<file path="config.mk">
export PLATFORM = sky130hd
export DESIGN_NAME = channel_arbiter
export DESIGN_NICKNAME = d
export VERILOG_FILES = /design/src/rtl/arbiter_pkg.sv /design/src/rtl/rr_picker.sv /design/src/rtl/channel_arbiter.sv
export SDC_FILE = /design/constraint.sdc
export NUM_CORES = 1
export LEC_CHECK = 0
export BUFFER_PORTS_ARGS = -buffer_cell sky130_fd_sc_hd__buf_2
export CAP_MARGIN = 20
export CORE_MARGIN = 3
export CORE_UTILIZATION = 25
export DETAILED_ROUTE_END_ITERATION = 8
export GPL_ROUTABILITY_DRIVEN = 0
export PLACE_DENSITY = 0.6
export SLEW_MARGIN = 20
export SYNTH_ARGS = -nofsm -noshare
export SYNTH_HDL_FRONTEND = slang
export SYNTH_SLANG_ARGS = --single-unit
</file>
<file path="constraint.sdc">
create_clock -name clk -period 2.7 [get_ports clk]
set_input_delay 0.405 -clock clk [delete_from_list [all_inputs] [get_ports clk]]
set_output_delay 0.405 -clock clk [all_outputs]
set_load 0.01 [all_outputs]
</file>
<file path="src/rtl/arbiter_pkg.sv">
// Shared state encoding and default sizing for the channel arbiter and its
// round-robin picker.
package arbiter_pkg;

  typedef enum logic {
    IDLE = 1'b0,
    LOCK = 1'b1
  } arbState_e;

  localparam int DefaultNumPorts  = 4;
  localparam int DefaultDataWidth = 32;
  localparam int DefaultBurstLen  = 4;

endpackage

</file>
<file path="src/rtl/rr_picker.sv">
// Combinational round-robin search: returns the first requesting port at or
// after the pointer, wrapping modulo NUM_PORTS.
module rr_picker
  import arbiter_pkg::*;
#(
  parameter int NUM_PORTS = DefaultNumPorts,
  parameter int IDX_W     = $clog2(NUM_PORTS)
) (
  input  logic [NUM_PORTS-1:0] request,
  input  logic [IDX_W-1:0]     pointer,
  output logic [IDX_W-1:0]     winner,
  output logic                 found
);

  // Exact modulo wrap so non-power-of-two port counts never index a ghost port.
  function automatic logic [IDX_W-1:0] wrapIdx(input logic [IDX_W-1:0] base,
                                               input int offset);
    int sum;
    sum = int'(base) + offset;
    if (sum >= NUM_PORTS) sum = sum - NUM_PORTS;
    return IDX_W'(sum);
  endfunction

  // Scanning from the farthest offset back to zero lets the nearest requester win.
  always_comb begin
    winner = '0;
    found  = 1'b0;
    for (int k = NUM_PORTS - 1; k >= 0; k--) begin
      if (request[wrapIdx(pointer, k)]) begin
        winner = wrapIdx(pointer, k);
        found  = 1'b1;
      end
    end
  end

endmodule

</file>
<file path="src/rtl/channel_arbiter.sv">
// Burst-locking round-robin arbiter funnelling NUM_PORTS requesters into a
// single registered output stage with full-throughput handshaking.
module channel_arbiter
  import arbiter_pkg::*;
#(
  parameter int NUM_PORTS  = DefaultNumPorts,
  parameter int DATA_WIDTH = DefaultDataWidth,
  parameter int BURST_LEN  = DefaultBurstLen
) (
  input  logic                            clk,
  input  logic                            reset,
  input  logic [NUM_PORTS*DATA_WIDTH-1:0] receive_data,
  input  logic [NUM_PORTS-1:0]            receive_request,
  output logic [NUM_PORTS-1:0]            receive_valid,
  output logic [DATA_WIDTH-1:0]           send_data,
  output logic                            send_request,
  input  logic                            send_valid,
  output logic [$clog2(NUM_PORTS)-1:0]    grant_id,
  output logic                            busy
);

  localparam int IW = $clog2(NUM_PORTS);
  localparam int CW = $clog2(BURST_LEN + 1);
  localparam logic [CW-1:0] LastCnt = CW'(BURST_LEN);

  arbState_e             state_q, state_d;
  logic [IW-1:0]         owner_q, owner_d;
  logic [IW-1:0]         rrPtr_q, rrPtr_d;
  logic [CW-1:0]         burstCnt_q, burstCnt_d;
  logic [DATA_WIDTH-1:0] sendData_q;
  logic                  sendFull_q;

  logic                  space;
  logic [IW-1:0]         pickIdx;
  logic                  pickFound;
  logic                  accept;
  logic [IW-1:0]         acceptIdx;
  logic [IW-1:0]         grantIdx;
  logic [DATA_WIDTH-1:0] acceptWord;

  function automatic logic [IW-1:0] nextPort(input logic [IW-1:0] p);
    if (int'(p) == NUM_PORTS - 1) return '0;
    return p + IW'(1);
  endfunction

  rr_picker #(
    .NUM_PORTS(NUM_PORTS),
    .IDX_W    (IW)
  ) u_picker (
    .request(receive_request),
    .pointer(rrPtr_q),
    .winner (pickIdx),
    .found  (pickFound)
  );

  assign space      = !sendFull_q || send_valid;
  assign acceptWord = receive_data[int'(acceptIdx)*DATA_WIDTH +: DATA_WIDTH];

  // An owner dropping its request ends the burst even while the output is stalled.
  always_comb begin
    state_d    = state_q;
    owner_d    = owner_q;
    rrPtr_d    = rrPtr_q;
    burstCnt_d = burstCnt_q;
    accept     = 1'b0;
    acceptIdx  = owner_q;
    grantIdx   = '0;
    unique case (state_q)
      IDLE: begin
        if (space && pickFound) begin
          accept     = 1'b1;
          acceptIdx  = pickIdx;
          grantIdx   = pickIdx;
          burstCnt_d = CW'(1);
          if (BURST_LEN == 1) begin
            rrPtr_d = nextPort(pickIdx);
          end else begin
            state_d = LOCK;
            owner_d = pickIdx;
          end
        end
      end
      LOCK: begin
        grantIdx = owner_q;
        if (!receive_request[owner_q]) begin
          state_d = IDLE;
          rrPtr_d = nextPort(owner_q);
        end else if (space) begin
          accept     = 1'b1;
          burstCnt_d = burstCnt_q + CW'(1);
          if (burstCnt_q + CW'(1) == LastCnt) begin
            state_d = IDLE;
            rrPtr_d = nextPort(owner_q);
          end
        end
      end
      default: state_d = IDLE;
    endcase
  end

  // Reset gates the combinational outputs so nothing leaks out while held.
  assign receive_valid = (reset && accept) ? (NUM_PORTS'(1) << acceptIdx) : '0;
  assign grant_id      = reset ? grantIdx : '0;
  assign busy          = (state_q == LOCK);
  assign send_request  = sendFull_q;
  assign send_data     = sendData_q;

  always_ff @(posedge clk or negedge reset) begin
    if (!reset) begin
      state_q    <= IDLE;
      owner_q    <= '0;
      rrPtr_q    <= '0;
      burstCnt_q <= '0;
      sendData_q <= '0;
      sendFull_q <= 1'b0;
    end else begin
      state_q    <= state_d;
      owner_q    <= owner_d;
      rrPtr_q    <= rrPtr_d;
      burstCnt_q <= burstCnt_d;
      if (accept) begin
        sendData_q <= acceptWord;
        sendFull_q <= 1'b1;
      end else if (send_valid) begin
        sendFull_q <= 1'b0;
      end
    end
  end

endmodule

</file>
==> results of run 1 <==
final timing paths:
check,start,end,slack [ps],depth (start not counted)
worst max-delay path,owner_q[0],receive_valid[1],220,6
worst max register to register,owner_q[0],send_data[1],430,7
max in group asynchronous,reset,send_data[8],1870,2
worst min register to register,burstCnt_q[0],burstCnt_q[0],540,1
min in group clk,receive_data[30],send_data[30],470,3
worst min-delay path,reset,send_data[9],100,1
sequential cells by signal (all words and copies together), names as in the netlist:
signal	cells
burstCnt_q	3
owner_q	2
rrPtr_q	2
send_request	1
send_data	32
busy	1
cells in the mapped netlist, types with 2 or more instances:
| cell | n |
|---|---|
| dfrtp_1 | 41 |
| a211oi_2 | 25 |
| o21ai_0 | 6 |
| a31oi_1 | 2 |
| a21o_1 | 2 |
| ha_1 | 3 |
| nand2b_1 | 4 |
| buf_2 | 8 |
| buf_6 | 2 |
| nor3_1 | 2 |
| and2b_1 | 2 |
| a21oi_1 | 4 |
| nor2_1 | 36 |
| nand2_1 | 9 |
| nand3_1 | 6 |
| buf_12 | 2 |
| nor2b_1 | 30 |
| a211oi_1 | 39 |
| inv_1 | 6 |
| mux2i_1 | 32 |
| clkbuf_1 | 7 |
per-layer routing:
layer | global-route usage (%) | routed length, um | up-vias | part of all wire [%]
met2 | 24.1 | 4460 | 89 | 53
met5 | 0 | 0 | - | 0
met4 | 2.80 | 65 | 0 | 0.77
met1 | 15.7 | 3370 | 1275 | 40
met3 | 2.91 | 510 | 6 | 6.1
li1 | - | - | 1359 | -
kinds of logic after synthesis:
| group | count (synthesis) | share of synthesized area (%) |
|---|---|---|
| adders and majority gates | 3 | 1.34 |
| and+or+nand+nor | 94 | 17.1 |
| AOI/OAI and AO/OA | 82 | 26.0 |
| DFF | 41 | 36.5 |
| xor gates and xnor gates | 1 | 0.312 |
| muxes | 34 | 12.6 |
| buffers and inverters | 27 | 6.19 |
per-stage QoR:
| stage | area, um2 | std cells |
|---|---|---|
| 2_1_floorplan | 2810 | 282 |
| 3_3_place_gp | 3810 | 583 |
| 3_5_place_dp | 3810 | 583 |
| 4_1_cts | 3950 | 591 |
| 5_1_grt | 3950 | 591 |
| 6_report | 3950 | 591 |
critical path, delay by kind of cell, from the launching register on:
| family | cells | cell delay, ps |
|---|---|---|
| flip-flops | 1 | 440 |
| multiplexers | 1 | 540 |
| buffers and inverters | 1 | 150 |
| AND/OR/NAND/NOR | 4 | 680 |
cell type report:
cell class	instances	area (um2)	area share (%)
timing repair buffer	182	956	24.2
multi-input combinational	214	1630	41.3
clock buffer	6	129	3.26
sequential	41	1030	26.0
inverter	6	22.5	0.570
tap	140	175	4.43
clock inverter	2	10.0	0.253
power by group:
| part | switching [mW] | total (mW) | internal, mW |
|---|---|---|---|
| registers | 0.203 | 1.15 | 0.949 |
| logic | 1.65 | 2.89 | 1.24 |
| clock network | 0.237 | 0.577 | 0.340 |
| total | 2.09 | 4.62 | 2.53 |
==> flow_summary.toml, run 1 <==
[cts]
root_buffer = "clkbuf_16"
cts_buffers = 5
cts.clk_slew.worst_paths_ps = 60
cts-resized-gates = 0
cts_setup_buffers = 0
cts_tree = "done"
htree_levels = 2
holdBufCountCts = 0
cts_sinks = 41
clock_path_buffers = 2
clock_latency_ps = 280

[layout]
drive_gt1_share_pct = 49.2
syn2layout_area_growth_pct = 40.6
layout_common_cells = "buf_2 (174), dfrtp_1 (41), a211oi_1 (39)"
final_common_cell = "buf_2"
diodes = 0
nFillCells = 1135
fin_nets = 588
fin_util_pct = 36.1

[logic_synthesis]
yosysUniqueCellTypes = 35
synth-seq-cells = 41
synth_warnings = 0
yosys-top-cells-area = "dfrtp_1 (37%), mux2i_1 (11%), a211oi_2 (11%)"
synth.top_cell.area_share_pct = 36.5
ys.flop_type = "dfrtp_1"
yosys.area.top_type = "dfrtp_1"
ys_async_sr_fraction_pct = 100
ys_seq_area_share_pct = 36.5
syn-instance-count = 282
syn_nets = 420
synth_edf_count = 0
synth.avg_cell_area_um2 = 9.97
netlist_area_um2 = 2810

[critical_path]
crit_fanout = 16
critPathCaptureType = "output pin"
worst_path_max_delay_cell = "mux4_2"
cpPeakStageDelay_ps = 540
critPathKind = "flip-flop to output pin"
critical_path.cell_chain = "mux4_2 -> nand3_1 -> nand2_4 -> nand3_2 -> nor3_1 -> buf_2"
crit_path_start_kind = "flip-flop"
cp.arrival_ps = 2070
critical_path_required_ps = 2300

[place]
io_buffer_count = 174
dp_slack_ps = 227
dpl.hpwl_um = 6630

[timing]
setup_tns_ps = 0
period_minus_slack_ps = 2480
skew_ps = 5.02
setup_viol = 0
setup_ws_ps = 221
maxSlewHeadroom_pct = 65.4
rsz0062_at_grt = "false"
max_freq_ghz = 0.403
finalMaxSlewViolations = 0
max_slew.worst_pin.slew_ps = 519
fin_crit_sh_pct = 91.8
hold_slack_ps = 101
finalHoldViolations = 0

[detailed_routing]
vias = 2729
drtPass1Iterations = 4
drc = 0
wl_per_cell_um = 14.2
ant_nets = 0
drt-initial-drc-count = 75
vias_per_cell = 4.62
wl_um = 8410

[grt]
grt_start_max_net_pins = 53
grt_pass1_vias = 2812
overflow = 0
grt_usage_pct = 13.1
antenna_found_initial = 0
grt_pass1_wl_um = 13600

[floorplan]
die_y_um = 112
start_util_pct = 25.7
core_area_um2 = 10900
rows = 38
ios = 175
die_w_um = 112
die_area_um2 = 12500

[power_and_ir_drop]
max-vdd-ir-drop_uv = 409
power.total_mw = 4.62
power_density_nw_per_um2 = 1170
leakage_nw = 1.91

[hold_path]
hold_path_class = "primary input to async pin"

[status]
outcome = "completed"

[job]
cap_violations = 0
Power figures use the tool's default switching activity.
==> inputs of run 2 (changes only) <==
ABC_AREA = 1   (was default)
PLACE_DENSITY = 0.58   (was 0.6)
==> flow_summary.toml, run 2 <==
[status]
outcome = "completed"

[timing]
setup_ws_ps = 108
fin_crit_sh_pct = 96.0
max_slew.worst_pin.slew_ps = 321
setup_viol = 0
finalHoldViolations = 0
max_freq_ghz = 0.386
finalMaxSlewViolations = 0
maxSlewHeadroom_pct = 78.6
period_minus_slack_ps = 2590
skew_ps = 3.55

[grt]
grt_pass1_wl_um = 18800
antenna_found_initial = 0
grt_usage_pct = 15.9
grt_pass1_vias = 3644
grt_start_max_net_pins = 65
overflow = 0

[detailed_routing]
met2_wirelength_um = 5930
drt-initial-drc-count = 260
wl_um = 12100
drc = 0
wl_met3_um = 481
vias_per_cell = 4.38
ant_nets = 0
met1_length_um = 5600
wl_per_cell_um = 13.5
vias = 3941
maxUsedRoutingLayer = "met4"
drtPass1Iterations = 4

[place]
dp.cells = 882
dpl.hpwl_um = 9180
dp_slack_ps = 178
io_buffer_count = 174
placed_cell_area_um2 = 4320

[logic_synthesis]
yosys.area.top_type = "nand2_1"
synth_edf_count = 0
yosys-top-cells-area = "nand2_1 (40%), dfrtp_1 (31%), nand3_1 (10%)"
ys_async_sr_fraction_pct = 100
synth_warnings = 0
synth.avg_cell_area_um2 = 5.96
syn_nets = 695
ys.flop_type = "dfrtp_1"
ys_top_cells_by_count = "nand2_1 (352), nand3_1 (68), dfrtp_1 (41)"
netlist_area_um2 = 3320
syn-instance-count = 557
synth.top_cell.area_share_pct = 39.8
synth-seq-cells = 41
yosysMostFrequentCell = "nand2_1"
ys_seq_area_share_pct = 30.9
yosysUniqueCellTypes = 30

[layout]
final_common_cell = "nand2_1"
layout_common_cells = "nand2_1 (350), buf_2 (174), nand3_1 (68)"
fin_nets = 865
nFillCells = 1482
largest_reg_flops = 32
drive_gt1_share_pct = 31.3
syn2layout_area_growth_pct = 38.4
finalNonFillerCells = 900
diodes = 0
final_area_um2 = 4600

[critical_path]
critPathKind = "flip-flop to output pin"
worst_path_max_delay_cell = "dfrtp_2"
cp.arrival_ps = 2190
critical_path_required_ps = 2300
critical_path.cell_chain = "buf_4 -> o21ai_4 -> nand2_1 -> nand2_1 -> inv_1 -> o21ai_1 -> nand2_1 -> nand2_2 -> nand2_4 -> nand2_8 -> inv_1 -> nor3_2 -> buf_2"
cpPeakStageDelay_ps = 460
crit_top_cell = "nand2_1"
crit_fanout = 9
crit_path_start_kind = "flip-flop"
critPathCaptureType = "output pin"

[floorplan]
start_util_pct = 25.9
die_area_um2 = 14700
ios = 175
die_y_um = 121
rows = 41
core_area_um2 = 12800
die_w_um = 121

[cts]
cts.clk_slew.worst_paths_ps = 60
clock_latency_ps = 280
root_buffer = "clkbuf_16"
cts_buffers = 5
htree_levels = 2
clock_path_buffers = 2
cts_tree = "done"
cts_sinks = 41

[power_and_ir_drop]
power_density_nw_per_um2 = 1440
max-vdd-ir-drop_uv = 606
power.total_mw = 6.62
leakage_nw = 2.82

[job]
cap_violations = 0

[hold_path]
hold_path_class = "primary input to async pin"
-- run 2: cell types whose count changed after synthesis, sizes merged, moves of 17 or more --
cell and change:
mux2i -32, nor2 -26, nor2b -30, nand2 +351
nand3 +63, buf +17, a211oi -63
-- run 2: critical path, delay by kind of cell (launching register included) --
kind,cells,cell delay (ps)
AO/OA/AOI/OAI,2,280
buffers and inverters,4,420
AND/OR/NAND/NOR,7,720
flip-flops,1,460
-- run 2: kinds of logic after synthesis --
| group | Yosys count | share of synthesized area (%) |
|---|---|---|
| AO/OA/AOI/OAI | 18 | 3.99 |
| XOR/XNOR | 1 | 0.264 |
| adder cells (fa/ha/maj) | 3 | 1.13 |
| buffers and inverters | 50 | 9.15 |
| flip-flops | 41 | 30.9 |
| AND/OR/NAND/NOR | 444 | 54.6 |
-- run 2: where the power goes --
part           switching (mW)  total (mW)  internal (mW)  leakage (nW)
Sequential              0.215        1.15          0.936         0.509
Combinational            3.11        4.90           1.79          2.25
Clock                   0.228       0.572          0.344        0.0652
-- run 2: what timing repair did --
action	4_1_cts	5_1_grt
gates resized for setup	2	13
setup buffers	0	10
hold endpoints to repair	0	0
setup endpoints to repair	4	5
hold buffers	0	0
pin swaps	0	2
-- run 2: metal layers --
metal / track usage, % / vias to the layer above
met5: 0 / -
met4: 3.57 / 0
met3: 1.91 / 7
met2: 26.8 / 99
met1: 21.9 / 1756
li1: - / 2079
-- run 2: cell type report --
cell class                 instances  area (um2)  share of cell area, %
timing repair buffer             197        1110                   24.1
multi-input combinational        466        2050                   44.6
clock buffer                       8         136                   2.97
sequential                        41        1030                   22.3
inverter                          16        62.6                   1.36
tap                              172         215                   4.68
-- run 2: path summary, 6_finish.rpt --
kind / endpoint / cells after the start / slack [ps] / start
setup / recovery: receive_valid[3] / 13 / 110 / rrPtr_q[0]
hold reg to reg: send_data[30] / 2 / 470 / send_data[30]
min in group clk: send_data[30] / 2 / 470 / send_data[30]
setup reg to reg: send_data[10] / 19 / 390 / rrPtr_q[0]
max in group asynchronous: send_data[3] / 2 / 2080 / reset
hold / removal: rrPtr_q[0] / 1 / 0.8 / reset
-- run 2: per-stage QoR --
step           util (%)  setup TNS, ps  hold slack, ps
2_1_floorplan         -              0             109
3_3_place_gp       33.7              0             311
3_5_place_dp       33.7              0             316
4_1_cts            34.8              0            12.3
5_1_grt            35.8          -50.2            22.2
6_report           35.8              0           0.795
==> inputs of run 3 (changes only) <==
CORE_UTILIZATION = 46   (was 25)
PLACE_DENSITY = 0.89   (was 0.58)
==> flow_summary.toml, run 3 (synthesis results as in run 2) <==
[floorplan]
ios = 175
die_area_um2 = 8280
start_util_pct = 48.1
core_area_um2 = 6910
die_w_um = 91.0
die_y_um = 91.0
rows = 30

[timing]
setup_viol = 0
max_freq_ghz = 0.384
setup_tns_ps = 0
max_slew.worst_pin.slew_ps = 546
rsz0062_at_grt = "true"
skew_ps = 5.08
finalHoldViolations = 0
finalMaxSlewViolations = 0
fin_crit_sh_pct = 96.3
period_minus_slack_ps = 2600
maxSlewHeadroom_pct = 63.6

[cts]
clock_latency_ps = 290
cts.clk_slew.worst_paths_ps = 80
cts_sinks = 41
root_buffer = "clkbuf_8"
cts_buffers = 5
clock_path_buffers = 2
cts_tree = "done"
htree_levels = 2

[detailed_routing]
drc = 0
vias_per_cell = 4.88
drt-initial-drc-count = 151
vias = 3981
wl_um = 10100
drtPass1Iterations = 5
ant_nets = 0
wl_per_cell_um = 12.4

[power_and_ir_drop]
power.switching_mw = 3.27
comb_power_share_pct = 73.8
power_density_nw_per_um2 = 1380
seq_power_share_pct = 19.3
leakage_nw = 2.73
intPower_mw = 2.67
sw_frac_of_total_pct = 55.0
max-vdd-ir-drop_uv = 598
p_clk_share_pct = 6.9

[critical_path]
worst_path_max_delay_cell = "dfrtp_2"
critPathCaptureType = "output pin"
cpPeakStageDelay_ps = 460
crit_start = "rrPtr_q[0]"
critical_path_required_ps = 2300
crit_top_cell = "nand2_1"
crit_fanout = 7
crit_path_start_kind = "flip-flop"
critPathKind = "flip-flop to output pin"
r2r_start = "rrPtr_q[0]"
critical_path.cell_chain = "buf_4 -> nand2_1 -> nand2_1 -> nand2_2 -> nand2_2 -> nor2_4 -> nand2_4 -> nand3_4 -> nand2_1 -> o21ai_4 -> inv_2 -> nor3_1 -> buf_2"
cp.arrival_ps = 2200

[layout]
layout_common_cells = "nand2_1 (351), buf_2 (174), nand3_1 (68)"
finalNonFillerCells = 816
drive_gt1_share_pct = 30.3
largest_reg_flops = 32
syn2layout_area_growth_pct = 29.3
fin_nets = 857
final_common_cell = "nand2_1"
final_area_um2 = 4300

[place]
io_buffer_count = 174
dp.cells = 804
dpl.hpwl_um = 7690
placed_cell_area_um2 = 4160

[grt]
antenna_found_initial = 1
grt_pass1_wl_um = 16500
grt_usage_pct = 23.7
overflow = 0
grt_start_max_net_pins = 63
grt_pass1_vias = 3711

[hold_path]
hold_path_class = "primary input to async pin"

[job]
cap_violations = 0

[status]
outcome = "completed"
==> run 3: cell types whose count changed in the layout (fill, tap and decap cells not counted), sizes merged <==
cell,before,now
buf,197,189
clkbuf,8,6
clkinvlp,0,1
diode,0,1
==> run 3: cell type report <==
class | count | area, um2
clock inverter | 1 | 7.51
antenna | 1 | 2.50
tap | 96 | 120
multi-input combinational | 466 | 2000
fill | 687 | 2610
clock buffer | 6 | 82.6
sequential | 41 | 1030
timing repair buffer | 189 | 996
inverter | 16 | 60.1
==> run 3: metrics by stage <==
step / hold slack (ps) / utilization [%] / total power, mW / worst slack (ps)
CTS: 51.6 / 61.6 / 5.89 / 82.0
finish: 44.7 / 62.2 / 5.94 / 99.0
detailed placement: 370 / 60.3 / 5.46 / 286
global placement: 362 / 60.3 / 5.30 / 416
floorplan: 109 / - / 4.54 / 478
global route: 68.5 / 62.2 / 6.67 / -62.3
==> run 3: worst max-delay path, delay by kind of cell (launching register included) <==
family | cells | cell delay, ps
AND/OR/NAND/NOR | 9 | 910
flip-flops | 1 | 460
buffers and inverters | 3 | 420
AO/OA/AOI/OAI | 1 | 110
==> run 3: per-layer routing <==
metal  wire, um  part of all wire, %  up-vias  GRT usage [%]
met1       4270                   42     1749           28.6
met4        223                  2.2        0           7.79
met5          0                    0        -              0
met3        639                  6.3       18           3.73
met2       4970                   49      163           42.6
li1           -                    -     2051              -
==> run 3: final timing paths <==
check | endpoint | slack [ps] | depth (start not counted)
worst min register to register | send_data[12] | 480 | 2
max in group asynchronous | send_data[31] | 1990 | 2
worst min-delay path | send_data[1] | 40 | 1
worst max-delay path | receive_valid[2] | 100 | 13
min in group clk | send_data[12] | 480 | 2
worst max register to register | send_data[23] | 420 | 13
==> run 3: power groups by stage <==
stage	Combinational, mW	Clock (mW)	Sequential [mW]
3_3_place_gp	4.15	0	1.16
3_5_place_dp	4.31	0	1.16
2_1_floorplan	3.32	0	1.22
6_report	4.38	0.411	1.15
5_1_grt	5.04	0.442	1.19
4_1_cts	4.31	0.422	1.15
==> run 3: timing repair <==
item,CTS,global route
buffers inserted,0,4
hold buffers,0,0
endpoints found under the hold margin,0,0
pin swaps,0,1
gates resized for setup,1,3
setup endpoints to repair,3,4
